File: src/rtl/ddr_pkg.sv
// Shared FSM states, MIG command codes and default widths for the DDR burst arbiter.
package ddr_pkg;
    typedef enum logic [1:0] {IDLE, WRITE, READ, RD_DRAIN} state_e;

    localparam logic [2:0] CMD_WR = 3'b000;
    localparam logic [2:0] CMD_RD = 3'b001;

    localparam int DEF_DATA_W    = 128;
    localparam int DEF_ADDR_W    = 28;
    localparam int DEF_ADDR_STEP = 8;
endpackage

File: src/rtl/ddr_addr_gen.sv
// Circular frame pointer: base plus an offset that steps per beat and reloads to zero at the frame end.
module ddr_addr_gen #(
    parameter int ADDR_W     = 28,
    parameter int STEP       = 8,
    parameter int SPAN_BEATS = 32400
) (
    input  logic              clk_i,
    input  logic              rst_ni,
    input  logic [ADDR_W-1:0] base_i,
    input  logic              adv_i,
    output logic [ADDR_W-1:0] ptr_o,
    output logic              wrap_o
);
    localparam logic [ADDR_W-1:0] STEP_A = ADDR_W'(STEP);
    localparam logic [ADDR_W-1:0] LIMIT  = ADDR_W'(SPAN_BEATS * STEP);

    logic [ADDR_W-1:0] off_q, off_d, off_inc;

    always_comb begin
        off_inc = off_q + STEP_A;
        wrap_o  = adv_i && (off_inc == LIMIT);
        off_d   = off_q;
        if (adv_i) begin
            off_d = wrap_o ? '0 : off_inc;
        end
    end

    always_ff @(posedge clk_i) begin
        if (!rst_ni) begin
            off_q <= '0;
        end else begin
            off_q <= off_d;
        end
    end

    // Offset is kept separate from the base so a bank switch never disturbs the position.
    assign ptr_o = base_i + off_q;
endmodule

File: src/rtl/ddr_burst_arb.sv
// MIG app-interface master arbitrating one write and one read image channel in fixed bursts.
// Optional ping-pong frame buffering is enabled with the macro DDR_PINGPONG_EN.
module ddr_burst_arb
    import ddr_pkg::*;
#(
    parameter int          DATA_W      = DEF_DATA_W,
    parameter int          ADDR_W      = DEF_ADDR_W,
    parameter int          BURST_LEN   = 64,
    parameter int          ADDR_STEP   = DEF_ADDR_STEP,
    parameter int          FRAME_BEATS = 32400,
    parameter int unsigned WR_BASE     = 0,
    parameter int unsigned BANK_OFFSET = 32'h0040_0000
) (
    input  logic              ui_clk,
    input  logic              ui_rst_n,
    input  logic              init_calib_complete,
    input  logic              wr_req,
    output logic              wr_data_req,
    input  logic [DATA_W-1:0] wr_data,
    input  logic              rd_req,
    output logic [DATA_W-1:0] rd_data,
    output logic              rd_data_vld,
    output logic              frame_done,
    output logic [ADDR_W-1:0] app_addr,
    output logic [2:0]        app_cmd,
    output logic              app_en,
    input  logic              app_rdy,
    output logic [DATA_W-1:0] app_wdf_data,
    output logic              app_wdf_wren,
    output logic              app_wdf_end,
    input  logic              app_wdf_rdy,
    input  logic [DATA_W-1:0] app_rd_data,
    input  logic              app_rd_data_valid
`ifdef DDR_PINGPONG_EN
    ,
    output logic              wr_bank
`endif
);
    localparam int                CNT_W  = $clog2(BURST_LEN + 2);
    localparam logic [CNT_W-1:0]  LAST   = CNT_W'(BURST_LEN - 1);
    localparam logic [CNT_W-1:0]  FULL   = CNT_W'(BURST_LEN);
    localparam logic [ADDR_W-1:0] BASE_A = ADDR_W'(WR_BASE);
    localparam logic [ADDR_W-1:0] BANK_A = ADDR_W'(BANK_OFFSET);
    localparam logic [6:0]        QUIET  = 7'd64;

    state_e            state_q, state_d;
    logic [CNT_W-1:0]  cnt_q, cnt_d, ret_q, ret_d, ret_sum;
    logic              prio_wr_q, prio_wr_d;
    logic              full_q;
    logic [6:0]        quiet_q;
    logic              rd_open, rd_beat, rd_ok, rd_go;
    logic              rd_vld_q, frame_done_q;
    logic [DATA_W-1:0] rd_data_q;
    logic              wr_beat, rd_cmd, wr_wrap, rd_wrap, wr_sel, rd_sel;
    logic [ADDR_W-1:0] wr_base, rd_base, wr_ptr, rd_ptr;

`ifdef DDR_PINGPONG_EN
    logic wr_bank_q, rd_bank_q;

    always_ff @(posedge ui_clk) begin
        if (!ui_rst_n) begin
            wr_bank_q <= 1'b0;
            rd_bank_q <= 1'b0;
        end else begin
            if (wr_wrap) wr_bank_q <= ~wr_bank_q;
            if (rd_wrap) rd_bank_q <= ~wr_bank_q;
        end
    end

    assign wr_sel  = wr_bank_q;
    assign rd_sel  = rd_bank_q;
    assign wr_bank = wr_bank_q;
    assign rd_ok   = full_q && (rd_bank_q != wr_bank_q);
`else
    logic unused_rd_wrap;
    assign unused_rd_wrap = rd_wrap;
    assign wr_sel = 1'b0;
    assign rd_sel = 1'b0;
    // Until a whole frame exists, equal pointers mean the reader has caught up with the writer.
    assign rd_ok  = full_q || (rd_ptr != wr_ptr);
`endif

    assign wr_base = BASE_A + (wr_sel ? BANK_A : '0);
    assign rd_base = BASE_A + (rd_sel ? BANK_A : '0);

    ddr_addr_gen #(.ADDR_W(ADDR_W), .STEP(ADDR_STEP), .SPAN_BEATS(FRAME_BEATS)) u_wr_ptr (
        .clk_i(ui_clk), .rst_ni(ui_rst_n), .base_i(wr_base), .adv_i(wr_beat),
        .ptr_o(wr_ptr), .wrap_o(wr_wrap)
    );

    ddr_addr_gen #(.ADDR_W(ADDR_W), .STEP(ADDR_STEP), .SPAN_BEATS(FRAME_BEATS)) u_rd_ptr (
        .clk_i(ui_clk), .rst_ni(ui_rst_n), .base_i(rd_base), .adv_i(rd_cmd),
        .ptr_o(rd_ptr), .wrap_o(rd_wrap)
    );

    assign rd_open = (quiet_q == QUIET);
    assign rd_beat = app_rd_data_valid && rd_open;
    assign ret_sum = ret_q + CNT_W'(rd_beat);

    always_comb begin
        state_d      = state_q;
        cnt_d        = cnt_q;
        prio_wr_d    = prio_wr_q;
        wr_beat      = 1'b0;
        rd_cmd       = 1'b0;
        wr_data_req  = 1'b0;
        app_en       = 1'b0;
        app_cmd      = CMD_WR;
        app_addr     = '0;
        app_wdf_data = '0;
        app_wdf_wren = 1'b0;
        rd_go        = rd_req && rd_ok;
        case (state_q)
            IDLE: begin
                if (init_calib_complete) begin
                    if (wr_req && rd_go) begin
                        state_d   = prio_wr_q ? WRITE : READ;
                        prio_wr_d = ~prio_wr_q;
                    end else if (wr_req) begin
                        state_d = WRITE;
                    end else if (rd_go) begin
                        state_d = READ;
                    end
                end
            end
            WRITE: begin
                if (init_calib_complete) begin
                    app_en       = 1'b1;
                    app_wdf_wren = 1'b1;
                    app_addr     = wr_ptr;
                    app_wdf_data = wr_data;
                    wr_beat      = app_rdy && app_wdf_rdy;
                    wr_data_req  = wr_beat;
                    if (wr_beat) begin
                        if (cnt_q == LAST) begin
                            cnt_d   = '0;
                            state_d = IDLE;
                        end else begin
                            cnt_d = cnt_q + 1'b1;
                        end
                    end
                end
            end
            READ: begin
                if (init_calib_complete) begin
                    app_en   = 1'b1;
                    app_cmd  = CMD_RD;
                    app_addr = rd_ptr;
                    rd_cmd   = app_rdy;
                    if (rd_cmd) begin
                        if (cnt_q == LAST) begin
                            cnt_d   = '0;
                            state_d = RD_DRAIN;
                        end else begin
                            cnt_d = cnt_q + 1'b1;
                        end
                    end
                end
            end
            RD_DRAIN: begin
                if (ret_sum >= FULL) state_d = IDLE;
            end
            default: state_d = IDLE;
        endcase
    end

    always_comb begin
        ret_d = '0;
        if (state_q == READ || (state_q == RD_DRAIN && state_d == RD_DRAIN)) ret_d = ret_sum;
    end

    always_ff @(posedge ui_clk) begin
        if (!ui_rst_n) begin
            state_q      <= IDLE;
            cnt_q        <= '0;
            ret_q        <= '0;
            prio_wr_q    <= 1'b1;
            full_q       <= 1'b0;
            quiet_q      <= '0;
            rd_vld_q     <= 1'b0;
            rd_data_q    <= '0;
            frame_done_q <= 1'b0;
        end else begin
            state_q      <= state_d;
            cnt_q        <= cnt_d;
            ret_q        <= ret_d;
            prio_wr_q    <= prio_wr_d;
            full_q       <= full_q | wr_wrap;
            quiet_q      <= rd_open ? quiet_q : quiet_q + 7'd1;
            rd_vld_q     <= rd_beat;
            rd_data_q    <= app_rd_data;
            frame_done_q <= wr_wrap;
        end
    end

    assign rd_data     = rd_data_q;
    assign rd_data_vld = rd_vld_q;
    assign frame_done  = frame_done_q;
    assign app_wdf_end = app_wdf_wren;
endmodule
File: config.mk
export PLATFORM = sky130hd
export DESIGN_NAME = ddr_burst_arb
export DESIGN_NICKNAME = d
export VERILOG_FILES = /design/src/rtl/ddr_pkg.sv /design/src/rtl/ddr_addr_gen.sv /design/src/rtl/ddr_burst_arb.sv
export SDC_FILE = /design/constraint.sdc
export NUM_CORES = 1
export LEC_CHECK = 0
export CORE_AREA = 2 2 214 216
export DETAILED_ROUTE_END_ITERATION = 10
export DIE_AREA = 0 0 216 218
export PLACE_DENSITY = 0.52
export REMOVE_ABC_BUFFERS = 1
export SLEW_MARGIN = 30
export SYNTH_ARGS = -nofsm -noshare
export SYNTH_HDL_FRONTEND = slang
export SYNTH_SLANG_ARGS = --single-unit
File: constraint.sdc
create_clock -name ui_clk -period 3.45 [get_ports ui_clk]
set_clock_uncertainty 0.2 [all_clocks]
set_input_delay 0.5175 -clock ui_clk [delete_from_list [all_inputs] [get_ports ui_clk]]
set_output_delay 0.5175 -clock ui_clk [all_outputs]
set_load 0.01 [all_outputs]
==> run metrics <==
1st-iter DRT viols approximately 430; PortBufs 551; minimum clock period 3.27 ns; std cell rows 78; slowest cell delay on critical path 0.56 ns; Crit Path Category reg -> out; crit end category output pin; Die Span Y 218 um; Post-Layout Inst Area 16700 um2; crit path launch type flip-flop; maximum vdd drop around 0.00034 V; Seq/Total Area, Yosys 0.425; Synth Warn # 0; core area ~45000 um2; pin count of the biggest net entering global routing 135; pins over their slew limit 0; WP data required 2.73 ns; H-tree Lvls 1; commonest cells after routing, fill and taps aside 549 x clkdlybuf4s50_1, 204 x dfxtp_1, 157 x and2_1, 142 x and3_1, 61 x nor2_1; grt met1 use 0.179; Final TNS setup 0 ns; actual slew at the worst max-slew pin 0.733 ns; grt met2 use 0.331; clk_lat worst skew 0.53 ns; final period utilization 0.949; Finish-stage setup viols 0; Hold Fails Final Rpt 0; GRT busiest layer met2; Largest delay share family, worst path buffers and inverters; TritonCTS Buffers 25; Post-synth ARST share 0; cells along the critical path inv_1 -> ha_4 -> and2_2 -> buf_4 -> a22oi_1 -> nor2b_1 -> clkdlybuf4s50_1; synthesized area per cell 8.69 um2; # IOs 557; Detailed Place HPWL 34400 um; synth unique cells 65; Slew Limit Headroom 0.510; first-pass GRT wire length 61800 um; clock buffer depth 3; RSZ-0062 raised after global routing no; M3 GR Usage 0.0534; synthesis-to-finish area growth 73.1%; Synth Flop Type dfxtp_1; vias in the first global route about 9700; clock tree root driver cell clkbuf_16; Power Density roughly 380 nW/um2; fmax between 0.3 and 0.4 GHz; Seq cells post-synth 205; synthesized area 9650 um2; full die area 47100 um2; Hold Buf Count CTS 0; CTS sink cnt 205; drt drc 0; Critical Path Start state_q[1]; TritonCTS clock tree built; Post-Syn Instances approximately 1100; Reg2Reg Launch Point quiet_q[1]; Worst Hold Class in -> reg; drt total wl about 43000 um; DR vias 9883; Total GRT Usage 0.173; routability cong. roughly 0.82; P_leak 6.68 nW; Post-synth EDFFs 0; dpl cell area between 15000 and 20000 um2; Initial Util 0.215; hold path start ui_rst_n; GR Overflow Total 0; share of layout cells above drive strength 1 0.0712; WL per Instance about 19 um; antenna-violating nets left 0; CP max FO 14; commonest non-fill, non-tap cell in the layout clkdlybuf4s50_1; Crit path arrival time about 2.6 ns; number of vias per cell 4.40; Max Cap Viol 0; Power, Total 6.31 mW; die width 216 um; status completed; DRT Pass-1 Iters 5; initial antenna violation count 4; Slowest cell on crit path clkdlybuf4s50_1; Clock transition at path regs 0.05 ns; # fillers between 4000 and 5000; worst path buffer plus inverter count 3; Final nets 1903
[cells in the mapped netlist, drive strengths merged, types with 3 or more instances]
library cell  instances  area, um2
dfxtp               205       4100
and2                159        995
and3                143        895
clkbuf               80        302
nor2                 62        233
nand2                51        191
xor2                 47        412
nand3                38        190
buf                  37        208
xnor2                36        315
nor2b                28        175
a22oi                24        180
nand4                22        180
o21ai                19       95.1
a21oi                18       90.1
nor3                 16       85.1
inv                  14       52.6
ha                   12        150
a31oi                10       62.6
and4                 10       90.1
nor4                  9       77.6
a21boi                7       52.6
or3                   6       37.5
nand2b                5       31.3
or4                   4       30.0
a211o                 3       26.3
a21o                  3       22.5
mux2i                 3       30.0
nor3b                 3       22.5
nor4b                 3       26.3
o31ai                 3       22.5
[per-layer routing]
layer | up-vias | share of wire | routed length, um
li1 | 4777 | - | -
met1 | 4640 | 0.35 | 15200
met2 | 407 | 0.53 | 23200
met3 | 57 | 0.085 | 3660
met4 | 2 | 0.028 | 1210
met5 | - | 0.00030 | 13
[worst paths after layout]
| path | end | slack (ns) | cells past startpoint |
|---|---|---|---|
| worst max-delay path | app_addr[19] | 0.18 | 7 |
| worst min-delay path | cnt_q[4] | 0.24 | 2 |
| worst max register to register | ret_q[3] | 0.25 | 15 |
| worst min register to register | cnt_q[6] | 0.29 | 1 |
[kinds of logic after synthesis]
group | share of synthesized area
mux | 0.00311
buf+inv | 0.0582
other cells | 0.000388
simple gates | 0.343
xor+xnor | 0.0753
fa+ha+maj | 0.0156
flops | 0.425
compound gates | 0.0793
[worst register-to-register path, stage by stage (launching register included)]
cell	delay, ns
dfxtp_2	0.34
inv_2	0.06
ha_2	0.16
nor4b_4	0.17
nand3b_1	0.13
nor2_2	0.17
ha_2	0.20
ha_1	0.16
and3_4	0.19
nand3_1	0.09
xor2_1	0.17
a22o_1	0.23
a211o_1	0.29
o211a_1	0.16
a32oi_4	0.28
nor2_1	0.08
[through the flow]
step | hold slack, ns | worst slack [ns] | utilization | std cells
after floorplan | 0.242 | -1.68 | - | 998
after global placement | 0.278 | -0.0467 | 0.353 | 2198
after detailed placement | 0.277 | -0.117 | 0.353 | 2198
after CTS | 0.210 | 0.0178 | 0.371 | 2242
after global routing | 0.232 | 0.00134 | 0.372 | 2246
final | 0.241 | 0.175 | 0.372 | 2246
[where the power goes]
group | switching (mW) | internal (mW) | total, mW
Combinational | 0.525 | 0.729 | 1.25
Sequential | 0.0365 | 2.46 | 2.50
Clock | 1.03 | 1.53 | 2.55
[cell type report]
class	instances	area (um2)	share of cell area
Antenna cell	2	5.00	0.000299
Tap cell	600	751	0.0449
Sequential cell	205	4110	0.246
Multi-Input combinational cell	780	5080	0.304
Clock buffer	36	727	0.0435
Clock inverter	8	72.6	0.00434
Timing Repair Buffer	601	5920	0.354
Inverter	14	52.6	0.00314
[what timing repair did]
item,4_1_cts,5_1_grt
buffers inserted,0,1
resized for setup,4,12
pin swaps,0,7
cloned,0,1
setup endpoints to repair,29,29
[flip-flops by register name, summed over array words and instances (netlist names)]
name,cells
cnt_q,7
u_wr_ptr.off_q,25
u_rd_ptr.off_q,25
ret_q,7
full_q,1
state_q,2
quiet_q,7
rd_data,128
rd_data_vld,1
prio_wr_q,1
frame_done,1
Power figures use the tool's default switching activity.
